$ cat src/rtl/pipeline_stall_controller_pkg.sv
// Shared types and constants for the pipeline stall controller.
// Holds the FSM state encoding, MIPS MULT/DIV funct codes and counter widths.
package pipeline_ctrl_pkg;

    typedef enum logic [1:0] {
        RUN     = 2'd0,
        MD_BUSY = 2'd1,
        MD_DONE = 2'd2
    } stall_state_t;

    localparam logic [5:0] FUNCT_MULT  = 6'h18;
    localparam logic [5:0] FUNCT_MULTU = 6'h19;
    localparam logic [5:0] FUNCT_DIV   = 6'h1A;
    localparam logic [5:0] FUNCT_DIVU  = 6'h1B;

    localparam int MW_CNT_W = 8;
    localparam int STAT_W   = 32;

    function automatic int max_int(input int a, input int b);
        return (a > b) ? a : b;
    endfunction

    // Bits needed to hold values 0..max_val, never less than one.
    function automatic int cnt_width(input int max_val);
        int w;
        w = $clog2(max_val + 1);
        return (w < 1) ? 1 : w;
    endfunction

    function automatic logic is_muldiv_funct(input logic [5:0] funct);
        return (funct == FUNCT_MULT) || (funct == FUNCT_MULTU) ||
               (funct == FUNCT_DIV)  || (funct == FUNCT_DIVU);
    endfunction

endpackage

$ cat src/rtl/pipeline_stall_controller_muldiv_timer.sv
// Loadable down-counter timing the EXE occupancy of a MULT/DIV instruction.
// o_done flags the final stall cycle (value of one).
module muldiv_timer
    import pipeline_ctrl_pkg::*;
#(
    parameter int W = 6
) (
    input  logic         i_clk,
    input  logic         i_rst,
    input  logic         i_load,
    input  logic [W-1:0] i_load_val,
    input  logic         i_dec,
    output logic [W-1:0] o_value,
    output logic         o_done
);

    logic [W-1:0] r_value;

    always_ff @(posedge i_clk) begin
        if (i_rst) begin
            r_value <= '0;
        end else if (i_load) begin
            r_value <= i_load_val;
        end else if (i_dec && (r_value != '0)) begin
            r_value <= r_value - W'(1);
        end
    end

    assign o_value = r_value;
    assign o_done  = (r_value == W'(1));

endmodule

$ cat src/rtl/pipeline_stall_controller.sv
// Freeze/bubble/flush sequencer for the 5-stage MIPS pipeline.
// Optional per-source stall statistics are built when STALL_STATS_EN is defined.
//
// state   | meaning
// RUN     | normal flow; hazard/branch/new MULT-DIV handled here
// MD_BUSY | MULT/DIV occupying EXE, pipe frozen behind it
// MD_DONE | release cycle; same MULT/DIV still in EXE, not restarted
module pipeline_stall_controller
    import pipeline_ctrl_pkg::*;
#(
    parameter int MUL_LAT     = 4,
    parameter int DIV_LAT     = 32,
    parameter int MEM_TIMEOUT = 255
) (
    input  logic i_clk,
    input  logic i_rst,
    input  logic i_is_hazard_detected,
    input  logic i_branch_taken,
    input  logic i_muldiv_start,
    input  logic i_muldiv_is_div,
    input  logic i_mem_req,
    input  logic i_mem_ready,
    output logic o_freeze_PC,
    output logic o_freeze_IF_ID,
    output logic o_flush_IF_ID,
    output logic o_freeze_ID_EXE,
    output logic o_bubble_ID_EXE,
    output logic o_freeze_EXE_MEM,
    output logic o_bubble_EXE_MEM,
    output logic o_muldiv_done,
    output logic o_mem_timeout_err
`ifdef STALL_STATS_EN
    ,
    output logic [STAT_W-1:0] o_hazard_stall_cnt,
    output logic [STAT_W-1:0] o_muldiv_stall_cnt,
    output logic [STAT_W-1:0] o_mem_stall_cnt,
    output logic [STAT_W-1:0] o_flush_cnt
`endif
);

    localparam int TMR_W = cnt_width(max_int(MUL_LAT, DIV_LAT));
    localparam logic [TMR_W-1:0] MUL_LOAD = TMR_W'(MUL_LAT - 1);
    localparam logic [TMR_W-1:0] DIV_LOAD = TMR_W'(DIV_LAT - 1);
    localparam logic [MW_CNT_W-1:0] MW_LIMIT = MW_CNT_W'(MEM_TIMEOUT - 1);

    localparam logic [1:0] S_RUN     = RUN;
    localparam logic [1:0] S_MD_BUSY = MD_BUSY;
    localparam logic [1:0] S_MD_DONE = MD_DONE;

    logic [1:0]          r_state;
    logic [1:0]          w_next_state;
    logic [MW_CNT_W-1:0] r_mw_cnt;
    logic                r_timeout_err;

    logic w_mem_wait;
    logic w_timeout_hit;
    logic w_mem_stall;
    logic w_md_start;
    logic w_md_stall;
    logic w_md_done;
    logic w_hz_stall;
    logic w_br_flush;
    logic w_lat_one;

    logic             w_tmr_dec;
    logic             w_tmr_done;
    logic [TMR_W-1:0] w_tmr_load_val;
    logic [TMR_W-1:0] w_tmr_value;

    assign w_mem_wait     = i_mem_req & ~i_mem_ready;
    assign w_timeout_hit  = w_mem_wait & (r_mw_cnt == MW_LIMIT);
    assign w_mem_stall    = w_mem_wait & ~w_timeout_hit;
    assign w_tmr_load_val = i_muldiv_is_div ? DIV_LOAD : MUL_LOAD;
    assign w_lat_one      = i_muldiv_is_div ? (DIV_LAT == 1) : (MUL_LAT == 1);

    // Source selection; a memory stall blocks new work but not the MULT/DIV countdown.
    always_comb begin
        w_next_state = r_state;
        w_md_start   = 1'b0;
        w_md_stall   = 1'b0;
        w_md_done    = 1'b0;
        w_hz_stall   = 1'b0;
        w_br_flush   = 1'b0;
        w_tmr_dec    = 1'b0;
        case (r_state)
            S_RUN: begin
                if (!w_mem_stall) begin
                    if (i_muldiv_start) begin
                        w_md_start = 1'b1;
                        w_md_stall = 1'b1;
                        if (w_lat_one) begin
                            w_md_done    = 1'b1;
                            w_next_state = S_MD_DONE;
                        end else begin
                            w_next_state = S_MD_BUSY;
                        end
                    end else if (i_is_hazard_detected) begin
                        w_hz_stall = 1'b1;
                    end else if (i_branch_taken) begin
                        w_br_flush = 1'b1;
                    end
                end
            end
            S_MD_BUSY: begin
                w_md_stall = 1'b1;
                w_tmr_dec  = 1'b1;
                if (w_tmr_done) begin
                    w_md_done    = 1'b1;
                    w_next_state = S_MD_DONE;
                end
            end
            S_MD_DONE: begin
                if (!w_mem_stall) begin
                    if (i_is_hazard_detected) begin
                        w_hz_stall = 1'b1;
                    end else if (i_branch_taken) begin
                        w_br_flush = 1'b1;
                    end
                    w_next_state = S_RUN;
                end
            end
            default: w_next_state = S_RUN;
        endcase
    end

    always_comb begin
        o_freeze_PC       = 1'b0;
        o_freeze_IF_ID    = 1'b0;
        o_flush_IF_ID     = 1'b0;
        o_freeze_ID_EXE   = 1'b0;
        o_bubble_ID_EXE   = 1'b0;
        o_freeze_EXE_MEM  = 1'b0;
        o_bubble_EXE_MEM  = 1'b0;
        o_muldiv_done     = 1'b0;
        o_mem_timeout_err = 1'b0;
        if (!i_rst) begin
            if (w_mem_stall) begin
                o_freeze_PC      = 1'b1;
                o_freeze_IF_ID   = 1'b1;
                o_freeze_ID_EXE  = 1'b1;
                o_freeze_EXE_MEM = 1'b1;
            end else begin
                if (w_md_stall) begin
                    o_freeze_PC      = 1'b1;
                    o_freeze_IF_ID   = 1'b1;
                    o_freeze_ID_EXE  = 1'b1;
                    o_bubble_EXE_MEM = 1'b1;
                end
                if (w_hz_stall) begin
                    o_freeze_PC     = 1'b1;
                    o_freeze_IF_ID  = 1'b1;
                    o_bubble_ID_EXE = 1'b1;
                end
                if (w_br_flush) begin
                    o_flush_IF_ID = 1'b1;
                end
            end
            o_muldiv_done     = w_md_done;
            o_mem_timeout_err = r_timeout_err;
        end
    end

    always_ff @(posedge i_clk) begin
        if (i_rst) begin
            r_state       <= S_RUN;
            r_mw_cnt      <= '0;
            r_timeout_err <= 1'b0;
        end else begin
            r_state  <= w_next_state;
            r_mw_cnt <= w_mem_stall ? (r_mw_cnt + MW_CNT_W'(1)) : '0;
            if (w_timeout_hit) begin
                r_timeout_err <= 1'b1;
            end
        end
    end

    muldiv_timer #(
        .W (TMR_W)
    ) u_muldiv_timer (
        .i_clk      (i_clk),
        .i_rst      (i_rst),
        .i_load     (w_md_start),
        .i_load_val (w_tmr_load_val),
        .i_dec      (w_tmr_dec),
        .o_value    (w_tmr_value),
        .o_done     (w_tmr_done)
    );

`ifdef STALL_STATS_EN
    logic [STAT_W-1:0] r_hazard_stall_cnt;
    logic [STAT_W-1:0] r_muldiv_stall_cnt;
    logic [STAT_W-1:0] r_mem_stall_cnt;
    logic [STAT_W-1:0] r_flush_cnt;

    // A cycle is credited to whichever source actually drove the pipe controls.
    always_ff @(posedge i_clk) begin
        if (i_rst) begin
            r_hazard_stall_cnt <= '0;
            r_muldiv_stall_cnt <= '0;
            r_mem_stall_cnt    <= '0;
            r_flush_cnt        <= '0;
        end else begin
            if (w_mem_stall && (r_mem_stall_cnt != '1)) begin
                r_mem_stall_cnt <= r_mem_stall_cnt + STAT_W'(1);
            end
            if (!w_mem_stall && w_md_stall && (r_muldiv_stall_cnt != '1)) begin
                r_muldiv_stall_cnt <= r_muldiv_stall_cnt + STAT_W'(1);
            end
            if (!w_mem_stall && w_hz_stall && (r_hazard_stall_cnt != '1)) begin
                r_hazard_stall_cnt <= r_hazard_stall_cnt + STAT_W'(1);
            end
            if (!w_mem_stall && w_br_flush && (r_flush_cnt != '1)) begin
                r_flush_cnt <= r_flush_cnt + STAT_W'(1);
            end
        end
    end

    assign o_hazard_stall_cnt = i_rst ? '0 : r_hazard_stall_cnt;
    assign o_muldiv_stall_cnt = i_rst ? '0 : r_muldiv_stall_cnt;
    assign o_mem_stall_cnt    = i_rst ? '0 : r_mem_stall_cnt;
    assign o_flush_cnt        = i_rst ? '0 : r_flush_cnt;
`endif

    logic w_unused;
    assign w_unused = ^w_tmr_value;

endmodule
$ cat config.mk
export PLATFORM = sky130hd
export DESIGN_NAME = pipeline_stall_controller
export DESIGN_NICKNAME = d
export VERILOG_FILES = /design/src/rtl/pipeline_stall_controller_pkg.sv /design/src/rtl/pipeline_stall_controller_muldiv_timer.sv /design/src/rtl/pipeline_stall_controller.sv
export SDC_FILE = /design/constraint.sdc
export NUM_CORES = 1
export LEC_CHECK = 0
export ABC_AREA = 1
export BUFFER_PORTS_ARGS = -buffer_cell sky130_fd_sc_hd__buf_2
export CORE_MARGIN = 3
export CORE_UTILIZATION = 58
export DETAILED_ROUTE_END_ITERATION = 8
export PLACE_DENSITY = 0.84
export SYNTH_ARGS = -nofsm -noshare
export SYNTH_HDL_FRONTEND = slang
export SYNTH_SLANG_ARGS = --single-unit
export TNS_END_PERCENT = 10
$ cat constraint.sdc
create_clock -name i_clk -period 2.7 [get_ports i_clk]
set_clock_uncertainty 0.1 [all_clocks]
set_input_delay 0.135 -clock i_clk [delete_from_list [all_inputs] [get_ports i_clk]]
set_output_delay 0.135 -clock i_clk [all_outputs]
set_load 0.05 [all_outputs]
### Word level (Yosys, flattened, before mapping)

Index checks and enable logic that the tools add are counted.

* add/subtract/negate cells: 2
* multiplexer cells: 44
* equal/unequal tests: 8
* reductions and logical operators: 6
* bitwise logic cells: 6

Operators with widths (number)
* 1-bit two-way mux: 33
* 6-bit two-way mux: 2
* 8-bit by 1-bit adder with 8-bit output (second input constant): 1
* 8-bit equality test (second input constant): 1
* 2-bit two-way mux: 4
* 6-bit by 1-bit equality test with 1-bit output (second input constant): 1
* 2-bit != test (second input constant): 3
* 1-bit one-hot mux with 2 select lines: 3
* 2-bit one-hot mux with 3 select lines: 1
* 6-bit nonzero test: 1
* 6-bit by 1-bit subtractor with 6-bit output (second input constant): 1
* 5-bit two-way mux: 1
* 4-bit AND reduction: 1
* 1-bit AND: 3
* 1-bit inverter: 3
* 2-bit by 1-bit equality test with 1-bit output (second input constant): 1
* 2-bit equality test (second input constant): 1
* 2-bit logical NOT: 1
* 2-bit by 1-bit != test with 1-bit output (second input constant): 1
* 2-bit nonzero test: 1
* 2-bit OR reduction: 1
* 1-bit logical AND: 1

* input port bits: 8
* output and inout port bits: 9
* register bits after elaboration: 17

### Logic depth before layout (Yosys ltp)

* depth in word-level cells: 11
* mapped depth: 12

### Hierarchy

A second synthesis with hierarchy kept.

* cell total of the unflattened synthesis: 153
* area, all modules: 1106.1 µm²

Modules (own cells, without submodules)
* pipeline_stall_controller: cells each 86, area each 646.9 µm², instances 1
* muldiv_timer: cells each 67, area each 459.2 µm², instances 1

### Worst setup path after synthesis

OpenSTA, ideal clock, no wires.

* kind: register to output
* start: register r_mw_cnt[0]
* end: output o_freeze_PC
* setup slack: -0.044 ns
* arrival: 2.509 ns
* path buffers: 1
* cell stages (with the launch flop): 10
* cell sequence: dfxtp_1 -> inv_1 -> ha_1 -> nand2_1 -> nor2_2 -> nand2_4 -> nand2_8 -> o2111ai_1 -> o21ai_0 -> buf_4

* longest elaborated chain between the ends: 10

Ends and longest elaborated chain
* from (decl): line pipeline_stall_controller.sv:52 `logic [MW_CNT_W-1:0] r_mw_cnt;`
* from (signal assigned): line pipeline_stall_controller.sv:170 `r_mw_cnt <= w_mem_stall ? (r_mw_cnt + MW_CNT_W'(1)) : '0;`
* 8-bit equality test *: line pipeline_stall_controller.sv:71 `assign w_timeout_hit = w_mem_wait & (r_mw_cnt == MW_LIMIT);`
* 1-bit AND *: line pipeline_stall_controller.sv:71
* 1-bit inverter *: line pipeline_stall_controller.sv:72 `assign w_mem_stall = w_mem_wait & ~w_timeout_hit;`
* 1-bit AND *: line pipeline_stall_controller.sv:72
* 1-bit two-way mux: line pipeline_stall_controller.sv:87 `if (!w_mem_stall) begin`
* 1-bit one-hot mux with 2 select lines: line pipeline_stall_controller.sv:85 `case (r_state)`
* 1-bit two-way mux (2 in series)
* 1-bit two-way mux * (2 in series)
* to (decl): line pipeline_stall_controller.sv:23 `output logic o_freeze_PC,`

Every way passes the cells marked *; elsewhere a longest branch is shown, timed or not.

### Worst setup path in the final report

* start: register r_mw_cnt[0]
* end: output o_freeze_PC

* longest elaborated chain between the ends: 10

Ends and longest elaborated chain
* 8-bit equality test *: line pipeline_stall_controller.sv:71
* 1-bit AND *: line pipeline_stall_controller.sv:71
* 1-bit inverter *: line pipeline_stall_controller.sv:72
* 1-bit AND *: line pipeline_stall_controller.sv:72
* 1-bit two-way mux: line pipeline_stall_controller.sv:87
* 1-bit one-hot mux with 2 select lines: line pipeline_stall_controller.sv:85
* 1-bit two-way mux: line pipeline_stall_controller.sv:143 `if (w_md_stall) begin`
* 1-bit two-way mux: line pipeline_stall_controller.sv:149 `if (w_hz_stall) begin`
* 1-bit two-way mux *: line pipeline_stall_controller.sv:137 `if (w_mem_stall) begin`
* 1-bit two-way mux *: line pipeline_stall_controller.sv:136 `if (!i_rst) begin`

Marked as above.

==> results.toml <==
[synth]
synthesis.area_sq_mm = 0.00103
ys_seq_area_share_pct = 32.9
synth_warnings = 0
synth.distinct_cells = 23
synth_async_sr_flop_share_pct = 0
synth_area_per_cell_sq_um = 6.98
syn_nets = 161
synthMostInstantiatedCell = "nor2_1"
yosys.area.top_type = "dfxtp_1"
ys.flop_type = "dfxtp_1"
synth_edf_count = 0
synth.top_cells.by_count = "nor2_1, nand2_1, inv_1"
synth_area_leaders = "dfxtp_1, nor2_1, nand2_1, inv_1, ha_1"
ys_ff_latch = 17
syn_inst = 148
yosysTopAreaCellShare_pct = 32.9

[setup_path]
reg2reg_slack_ps = 1040
startpoint = "r_mw_cnt[0]$_SDFF_PN0_"
critical-path-max-stage-delay_ps = 410
cp_common_cell = "nand2_1"
endpoint = "o_freeze_PC"
path_cells = "inv_1 > ha_1 > nand2_1 > nor2_2 > nand2_4 > nand2_8 > nand2_1 > nand2_1 > a21oi_1 > o21ai_1 > buf_2"
rr_startpoint = "r_mw_cnt[0]$_SDFF_PN0_"
cp.depth = 11
worstReg2RegEnd = "u_muldiv_timer.o_value[4]$_SDFFE_PP0P_"
crit_fanout = 7
crit_path_end_kind = "output port"
cp_top_family = "flip-flops"
slowest_stage = "dfxtp_1"
crit_buf_inv = 2
arrival_ps = 1840
worst_r2r_path_depth = 11
startpoint_type = "register"
crit_required_ps = 2470
critical_path_class = "register to output port"

[cts]
clock_latency_ps = 290
numCtsBuffers = 3
post-cts-setup-buffers = 0
cts_resized = 0
cts_max_level = 1
clkTransAtPathRegs_ps = 100
cts_tree = "yes"
cts.path.max_buffers = 2
cts_hold_buf = 0
root_buffer = "clkbuf_4"
clock-sinks = 17

[die]
ios = 17
die_y_microns = 48.2
dieArea_sq_mm = 0.00232
rows = 14
start_util_pct = 64.8
coreArea_sq_mm = 0.00159
die_x_microns = 48.2

[drt]
drt-total-wl_microns = 2020
drc = 0
vias = 948
routed_via_density = 5.02
ant_nets = 0
dr.pass1.iters = 4
routedWlPerCell_microns = 10.7
drtIter0Drc = 10

[timing]
maxSlewHeadroom_pct = 80.0
tns_ps = 0
hold_slack_ps = 16.7
period_share_pct = 76.9
setup_viol = 0
tightest_slew_ps = 299
maxSlewViolCount = 0
final-hold-violation-count = 0
period_needed_ps = 2080
worst_slack_ps = 624
fmax_ghz = 0.482
rsz0062_at_grt = "false"

[layout]
nFillCells = 146
instances_no_fill = 189
postLayoutCoreUtil_pct = 72.0
fin_area_sq_mm = 0.00115
diodes = 0
syn_to_final_growth_pct = 11.0
fin_nets = 179
drive_gt1_share_pct = 18.2

[place]
dp_hpwl_microns = 1560
pre_cts_slack_ps = 942
gp_congestion = 0.763
place_area_sq_mm = 0.00112
placed_cells = 185
numPortBuffers = 16

[global_route]
grt_pass1_wl_microns = 3240
grtUsageTotal_pct = 20.2
grt_max_degree = 13
grt_overflow = 0
grt_pass1_vias = 823
antenna_found_initial = 0

[run_status]
status = "finished, final reports clean"

[power]
irDropWorstVdd_mv = 0.440
power.total_uw = 633
p_leak_nw = 0.557
power.density_mw_per_mm2 = 551

[flow_run]
maxCapViolations = 0

[min_path]
hp-class = "input port to register"
## worst min-delay path by stage
stage	to	startpoint	depth (start not counted)	slack, ps
floorplan	r_timeout_err$_SDFFE_PP0P_	i_mem_ready	3	240
detailed placement	r_state[0]$_SDFFE_PP0P_	i_rst	2	330
CTS	r_state[0]$_SDFFE_PP0P_	i_rst	2	10
global placement	r_timeout_err$_SDFFE_PP0P_	i_rst	2	330
finish	r_state[0]$_SDFFE_PP0P_	i_rst	2	20
global route	r_state[1]$_SDFFE_PP0P_	i_rst	2	20
## kinds of logic (layout without fill, tap and decap cells)
kind of cell	after synthesis	in the layout	share of synthesized area (%)
and+or+nand+nor	87	87	41.0
AOI/OAI and AO/OA	8	8	4.24
adders and majority gates	5	5	6.05
xor gates and xnor gates	7	7	5.93
DFF	17	17	32.9
buffers and inverters	24	41	9.81
## cell type report
cell class	instances	area (sq um)	area share (%)
Inverter	21	78.8	6.87
Timing Repair Buffer	16	80.1	6.98
Sequential cell	17	340	29.7
Clock buffer	4	26.3	2.29
Tap cell	24	30.0	2.62
Multi-Input combinational cell	107	592	51.6
## sequential cells by signal, indices dropped and copies added (netlist names)
register                count
r_state                     2
r_mw_cnt                    8
r_timeout_err               1
u_muldiv_timer.o_value      6
## placed cells by master (no fill, tap or decap)
master	n
xnor2_1	2
a21oi_1	5
nand3_4	1
xor2_1	5
clkbuf_4	3
inv_1	19
nand2_1	29
buf_2	16
nand2_8	1
nor3b_1	2
o2111ai_1	1
nand2_4	1
nor2_4	2
nand4_1	5
clkbuf_1	1
nand3_1	12
inv_2	2
o21ai_0	1
o21ai_1	1
dfxtp_1	17
nor2_1	30
ha_1	5
nand2_2	2
nor2_2	2
## metal layers
metal  share of wire, %  up-vias  routed length, microns  track usage, %
li1                   -      499                       -               -
met1                 47      424                     957            23.7
met2                 45       21                     900            32.8
met3                5.8        4                     116            5.17
met4                2.0        0                      40            12.4
met5                  0        -                       0               0
## power breakdown
group | switching (mW) | leakage, nW | total, mW | internal [mW]
Sequential | 0.0135 | 0.139 | 0.282 | 0.269
Clock | 0.0798 | 0.0150 | 0.137 | 0.0575
Combinational | 0.143 | 0.404 | 0.213 | 0.0698
Note: power is estimated with default switching activity, not from simulation.
